`config.mk`:
```
export PLATFORM = sky130hd
export DESIGN_NAME = host_write_buffer
export DESIGN_NICKNAME = d
export VERILOG_FILES = /design/src/rtl/host_write_buffer.sv
export SDC_FILE = /design/constraint.sdc
export NUM_CORES = 1
export LEC_CHECK = 0
export BUFFER_PORTS_ARGS = -buffer_cell sky130_fd_sc_hd__buf_2
export CORE_MARGIN = 2
export CORE_UTILIZATION = 56
export CTS_BUF_LIST = sky130_fd_sc_hd__clkbuf_2 sky130_fd_sc_hd__clkbuf_4 sky130_fd_sc_hd__clkbuf_8
export DETAILED_ROUTE_END_ITERATION = 8
export GPL_TIMING_DRIVEN = 0
export PLACE_DENSITY = 0.7
export RECOVER_POWER = 50
export SLEW_MARGIN = 0
export SYNTH_ARGS = -nofsm -noshare
export SYNTH_HDL_FRONTEND = slang
export SYNTH_SLANG_ARGS = --single-unit
export TNS_END_PERCENT = 50
```
`constraint.sdc`:
```
create_clock -name clk -period 20.1 [get_ports clk]
set_input_delay 3.015 -clock clk [delete_from_list [all_inputs] [get_ports clk]]
set_output_delay 3.015 -clock clk [all_outputs]
set_load 0.02 [all_outputs]
```
`src/rtl/host_write_buffer.sv`:
```
// Page-aggregating write FIFO: buffers host words and releases them to flash in page bursts.
// Optional macro HOST_WRITE_BUFFER_PARITY_EN adds per-entry even parity and a flash_parity output.
module host_write_buffer #(
   parameter int DATA_W     = 32,
   parameter int DEPTH      = 16,
   parameter int PAGE_WORDS = 8
) (
   input  logic                       clk,
   input  logic                       rst,
   input  logic                       wr_valid,
   input  logic [DATA_W-1:0]          wr_data,
   output logic                       wr_ready,
   input  logic                       flush,
   output logic                       flash_valid,
   output logic [DATA_W-1:0]          flash_data,
   output logic                       flash_last,
   input  logic                       flash_ready,
   output logic [$clog2(DEPTH):0]     count,
   output logic                       busy
`ifdef HOST_WRITE_BUFFER_PARITY_EN
   ,
   output logic                       flash_parity
`endif
);

   localparam int AW = $clog2(DEPTH);
   localparam int CW = AW + 1;
`ifdef HOST_WRITE_BUFFER_PARITY_EN
   localparam int EW = DATA_W + 1;
`else
   localparam int EW = DATA_W;
`endif

   typedef enum logic {IDLE, BURST} state_t;

   logic [EW-1:0] mem [DEPTH];
   logic [EW-1:0] wr_entry, head;
   logic [AW-1:0] wr_ptr, rd_ptr;
   logic [CW-1:0] cnt, burst_len, burst_len_nxt, beat, beat_nxt;
   state_t        state, state_nxt;
   logic          flush_pend, flush_pend_nxt;
   logic          wr_en, rd_en;

`ifdef HOST_WRITE_BUFFER_PARITY_EN
   assign wr_entry     = {^wr_data, wr_data};
   assign flash_parity = head[DATA_W];
`else
   assign wr_entry = wr_data;
`endif

   // Show-ahead head; memory is reset so the head reads zero out of reset.
   assign head        = mem[rd_ptr];
   assign flash_data  = head[DATA_W-1:0];
   assign count       = cnt;
   assign wr_ready    = (cnt < CW'(DEPTH));
   assign flash_valid = (state == BURST);
   assign flash_last  = flash_valid && (beat == burst_len - CW'(1));
   assign busy        = flash_valid || flush_pend;
   assign wr_en       = wr_valid && wr_ready;
   assign rd_en       = flash_valid && flash_ready;

   always_comb begin
      state_nxt     = state;
      burst_len_nxt = burst_len;
      beat_nxt      = beat;
      case (state)
         IDLE: begin
            if (cnt >= CW'(PAGE_WORDS) || (flush_pend && cnt != '0)) begin
               state_nxt     = BURST;
               burst_len_nxt = (cnt >= CW'(PAGE_WORDS)) ? CW'(PAGE_WORDS) : cnt;
               beat_nxt      = '0;
            end
         end
         BURST: begin
            if (rd_en) begin
               if (flash_last) state_nxt = IDLE;
               else            beat_nxt  = beat + CW'(1);
            end
         end
         default: state_nxt = IDLE;
      endcase
      // A new pulse wins over the clearing condition.
      flush_pend_nxt = flush || (flush_pend && !(state == IDLE && cnt == '0));
   end

   always_ff @(posedge clk or posedge rst) begin
      if (rst) begin
         state      <= IDLE;
         burst_len  <= '0;
         beat       <= '0;
         flush_pend <= 1'b0;
      end else begin
         state      <= state_nxt;
         burst_len  <= burst_len_nxt;
         beat       <= beat_nxt;
         flush_pend <= flush_pend_nxt;
      end
   end

   always_ff @(posedge clk or posedge rst) begin
      if (rst) begin
         wr_ptr <= '0;
         rd_ptr <= '0;
         cnt    <= '0;
      end else begin
         if (wr_en) wr_ptr <= wr_ptr + AW'(1);
         if (rd_en) rd_ptr <= rd_ptr + AW'(1);
         case ({wr_en, rd_en})
            2'b10:   cnt <= cnt + CW'(1);
            2'b01:   cnt <= cnt - CW'(1);
            default: cnt <= cnt;
         endcase
      end
   end

   always_ff @(posedge clk or posedge rst) begin
      if (rst) begin
         for (int i = 0; i < DEPTH; i++) mem[i] <= '0;
      end else if (wr_en) begin
         mem[wr_ptr] <= wr_entry;
      end
   end

endmodule

```
Word level (Yosys, flattened, before mapping)
Index checks and enable logic that the tools add are counted.

Add/subtract/negate cells: 6. Order comparisons: 5. Equality and inequality tests: 6. Muxes and demuxes: 16. Bitwise logic cells: 3. Reduce and logical (&&, ||, !) cells: 16.

Operator list (count): 512-bit bitwise mux (1); 32-bit binary-select mux with 4-bit select (1); 32-bit demux with 4-bit select (1); 32-bit two-way mux (3); 5-bit two-way mux (4); 5-bit one-hot mux with 2 select lines (2); 5-bit by 1-bit adder with 5-bit output (second input constant) (2); 5-bit >= comparator (second input constant) (2); 4-bit inverter with 5-bit output (2); 5-bit by 1-bit subtractor with 5-bit output (second input constant) (2); 4-bit by 1-bit adder with 4-bit output (second input constant) (2); 1-bit logical AND (7); 5-bit == test (1); 5-bit by 4-bit >= comparator with 1-bit output (second input constant) (1); 5-bit zero test (1); 5-bit by 1-bit less-than comparator with 1-bit output (second input constant) (1); 5-bit less-than comparator (second input constant) (1); 5-bit nonzero test (1); 2-bit inequality test (second input constant) (2); 1-bit logical OR (3); 1-bit two-way mux (3); 3-bit AND reduction (1); 2-bit by 1-bit == test with 1-bit output (second input constant) (1); 2-bit == test (second input constant) (1); 6 further kinds (6).

Bits in registers: 537. Input port bits: 37. Logic and storage cells: 75.

Depth between registers and ports, before layout
Depth in word-level cells: 6. Depth in mapped cells: 11. Depth with buffers taken out: 10.

Least setup slack after synthesis
OpenSTA, ideal clock, no wires.

Path kind: in2reg. From: input port wr_valid. To: register cnt[4] (netlist: count[4]). Library setup time: 0.080 ns. Arrival time: 4.723 ns. Required time: 20.020 ns. Path slack: 15.297 ns. Stages on the path: 11. Buffers on the path: 1. Cell sequence: nor2b_2 buf_2 inv_1 ha_1 inv_1 fa_1 nor2b_1 o21ai_0 and3_1 nor3_1 xnor2_1.

Word-level cells in the longest chain between the ends: 3.

Ends and longest elaborated chain: start, declared (line 10) `input logic wr_valid,`; 1-bit logical AND (*) (line 59) `assign wr_en = wr_valid && wr_ready;`; 2-bit by 1-bit == test with 1-bit output or 2-bit == test (tied branches) (line 108) `case ({wr_en, rd_en})`; 5-bit one-hot mux with 2 select lines or 2-bit nonzero test (tied branches); end signal, assigned (line 109) `2'b10: cnt <= cnt + CW'(1);`; end signal, assigned (line 110) `2'b01: cnt <= cnt - CW'(1);`; end signal, assigned (line 111) `default: cnt <= cnt;`; end, declared (line 39) `logic [CW-1:0] cnt, burst_len, burst_len_nxt, beat, beat_nxt;`.

Mark *: on every way between the ends. The rest lies on a longest branch, timed or not. A chain may end at the register's enable or synchronous reset.

==> flow_summary.toml <==
[logic_synthesis]
syn-instance-count = 1568
synth-edff-count = 0
yosys_warnings = 0
syn-num-nets = 1617
ys_types = 44
ys_seq_elements = 537
synth_area_sq_mm = 0.0246
synthArstFlopShare_pct = 100
yosysSeqAreaShare_pct = 54.7
ys.flop_type = "dfrtp_1"
synth.avg_cell_area_sq_um = 15.7

[die]
ios = 78
dieArea_sq_mm = 0.0456
start_util_pct = 56.9
die_x_microns = 213
rows = 76
die_y_microns = 213
coreArea_sq_mm = 0.0432

[worst_setup_path]
r2r_cells = 10
critPathRequiredTime_ns = 19.61
worstSetupPathType = "in -> async"
cp-start-kind = "input pin"
crit_arrival_ns = 9.46
critPathCaptureType = "asynchronous set/reset pin"
cp_max_fo = 98

[timing]
slew_headroom_pct = -245
setup_viol = 0
worstMarginPinSlew_ns = 5.17
fin_crit_ns = 9.95
timing.fmax_ghz = 0.101
hold_viol_final = 0
period_share_pct = 49.5
rsz0062_at_grt = "no"
clock_skew_ns = 0.0220
whs_ns = 0.480
finalMaxSlewViolations = 194

[final_layout]
multiInputGateArea_sq_mm = 0.0104
final_area_sq_mm = 0.0276
nNetsFinal = 1791
n_antenna_cell = 0
syn2layout_area_growth_pct = 12.4
nFillCells = 3258
drive_gt1_share_pct = 50.7
final_util_pct = 64.0
ff_latch_area_sq_mm = 0.0134

[cts]
hold_buffers = 0
cts_buffers = 91
worstSkewPairLatency_ns = 0.67
cts_tree = "done"
clock-root-buffer = "clkbuf_8"
post_cts_buffers = 0
cts_buffer_depth = 3
cts_num_sinks = 537
clkTransAtPathRegs_ns = 0.05
cts_resized = 0
htreeDepth = 3

[place]
gp_congestion = 0.815
portBuffers = 77
postPlaceCellArea_sq_mm = 0.0258
hpwl_mm = 38.8

[global_route]
grt.total_usage_pct = 28.2
grt_start_max_net_pins = 135
gr-total-overflow = 0
grt_pass1_vias = 15400
antenna_found_initial = 2
grt_first_pass_wirelength_mm = 94.0

[drt]
final_antenna_net_count = 0
vias = 14400
drc = 0
routed_wl_mm = 60.8
drt_iter0_markers = 1164
dr.pass1.iters = 5
wl_per_cell_microns = 25.4
routed_via_density = 6.04

[pwr]
power.leakage_uw = 0.0127
vdd_ir_drop_max_v = 0.0000914
power_density_mw_per_mm2 = 165
p_total_uw = 4550

[min_path]
hold_path_class = "reg -> reg"
min_path_cells = 1

[run_status]
violations = "capacitance limit, slew limit"
status = "complete, but fails checks"

[job]
drv_cap = 2
## critical path, stage by stage
cell,delay [ns]
buf_2,0.10
clkinvlp_2,2.44
clkbuf_1,3.76
## sequential cells by signal, indices dropped and copies added (netlist names)
signal and flops:
flash_valid 1, burst_len 5, mem 512, beat 5
wr_ptr 4, rd_ptr 4, flush_pend 1, count 5
## kinds of logic (layout without fill, tap and decap cells)
kind of cell,Yosys count,in the layout,share of synthesized area (%)
mux,673,673,36.6
flops,537,537,54.7
buf+inv,145,383,3.06
simple gates,96,96,2.14
compound gates,90,90,2.37
xor+xnor,15,15,0.535
fa+ha+maj,12,12,0.642
## final cells by class
type	instances	area share [%]
plain buffers	131	2.44
clock buffers	153	6.74
clock inverters	4	0.0997
inverters	14	0.195
multi-input cells	886	37.5
flip-flops and latches	537	48.6
well taps	585	2.65
repair buffers	81	1.70
## where the power goes
part / leakage (uW) / internal [uW] / switching (uW)
clock: 0.00100 / 577 / 431
sequential: 0.00696 / 1540 / 236
combinational: 0.00475 / 923 / 843
total: 0.0127 / 3040 / 1510
## through the flow
stage	TNS [ns]	cells	worst slack, ns
after floorplan	0	1568	2.08
after global placement	-1612.71	2230	-3.10
after detailed placement	0	2234	14.25
after CTS	0	2391	13.51
after global routing	0	2391	8.61
final	0	2391	10.15
## synthesized netlist by cell type, types with 4 or more instances
| cell type | number | area (sq um) |
|---|---|---|
| mux4_2 | 128 | 2880 |
| mux2_1 | 26 | 293 |
| mux2i_1 | 32 | 320 |
| nor3_1 | 6 | 30.0 |
| nand4_1 | 5 | 31.3 |
| nand2_1 | 16 | 60.1 |
| ha_1 | 11 | 138 |
| o21ai_0 | 7 | 35.0 |
| nor2b_1 | 33 | 206 |
| clkbuf_1 | 48 | 180 |
| nand3_1 | 4 | 20.0 |
| xor2_1 | 6 | 52.6 |
| mux2_2 | 487 | 5480 |
| buf_4 | 17 | 128 |
| a211oi_1 | 32 | 240 |
| inv_1 | 14 | 52.6 |
| buf_6 | 5 | 56.3 |
| a21oi_1 | 34 | 170 |
| nand2b_1 | 6 | 37.5 |
| dfrtp_1 | 537 | 13400 |
| nor2_1 | 11 | 41.3 |
| xnor2_1 | 9 | 78.8 |
| buf_2 | 58 | 290 |
## routing by layer
layer | vias up | global-route usage [%] | share of wire [%]
met5 | - | 0 | 0.021
met2 | 348 | 45.7 | 48
li1 | 6172 | - | -
met3 | 116 | 4.91 | 4.4
met1 | 7794 | 39.4 | 45
met4 | 2 | 8.81 | 2.6
## cells in the final DEF (no fill, tap or decap), types with 4 or more instances in the layout
| cell type | instances |
|---|---|
| nand2_1 | 17 |
| a211oi_1 | 32 |
| nand3_1 | 4 |
| xor2_1 | 6 |
| clkbuf_4 | 39 |
| a21oi_1 | 34 |
| buf_4 | 17 |
| nor2b_1 | 34 |
| mux4_2 | 128 |
| buf_6 | 5 |
| nor3_1 | 6 |
| mux2_2 | 487 |
| mux2_1 | 26 |
| nor2_1 | 14 |
| inv_1 | 13 |
| clkbuf_8 | 114 |
| nand4_1 | 5 |
| nand2b_1 | 6 |
| ha_1 | 11 |
| dfrtp_1 | 537 |
| o21ai_0 | 7 |
| clkbuf_1 | 70 |
| buf_2 | 114 |
| xnor2_1 | 9 |
| mux2i_1 | 32 |
## path summary, 6_finish.rpt
| check | from | end | slack [ns] |
|---|---|---|---|
| min in group asynchronous | rst | flush_pend$_DFF_PP0_ | 3.69 |
| worst max-delay path | rst | mem[118]$_DFFE_PP0P_ | 10.15 |
| worst max register to register | count[4]$_DFFE_PP0P_ | count[4]$_DFFE_PP0P_ | 17.10 |
| max in group clk | rd_ptr[1]$_DFFE_PP0N_ | flash_data[26] | 13.55 |
| worst min-delay path | mem[313]$_DFFE_PP0P_ | mem[313]$_DFFE_PP0P_ | 0.48 |
| worst min register to register | mem[313]$_DFFE_PP0P_ | mem[313]$_DFFE_PP0P_ | 0.48 |
No activity file was read; power rests on OpenSTA's default activity.
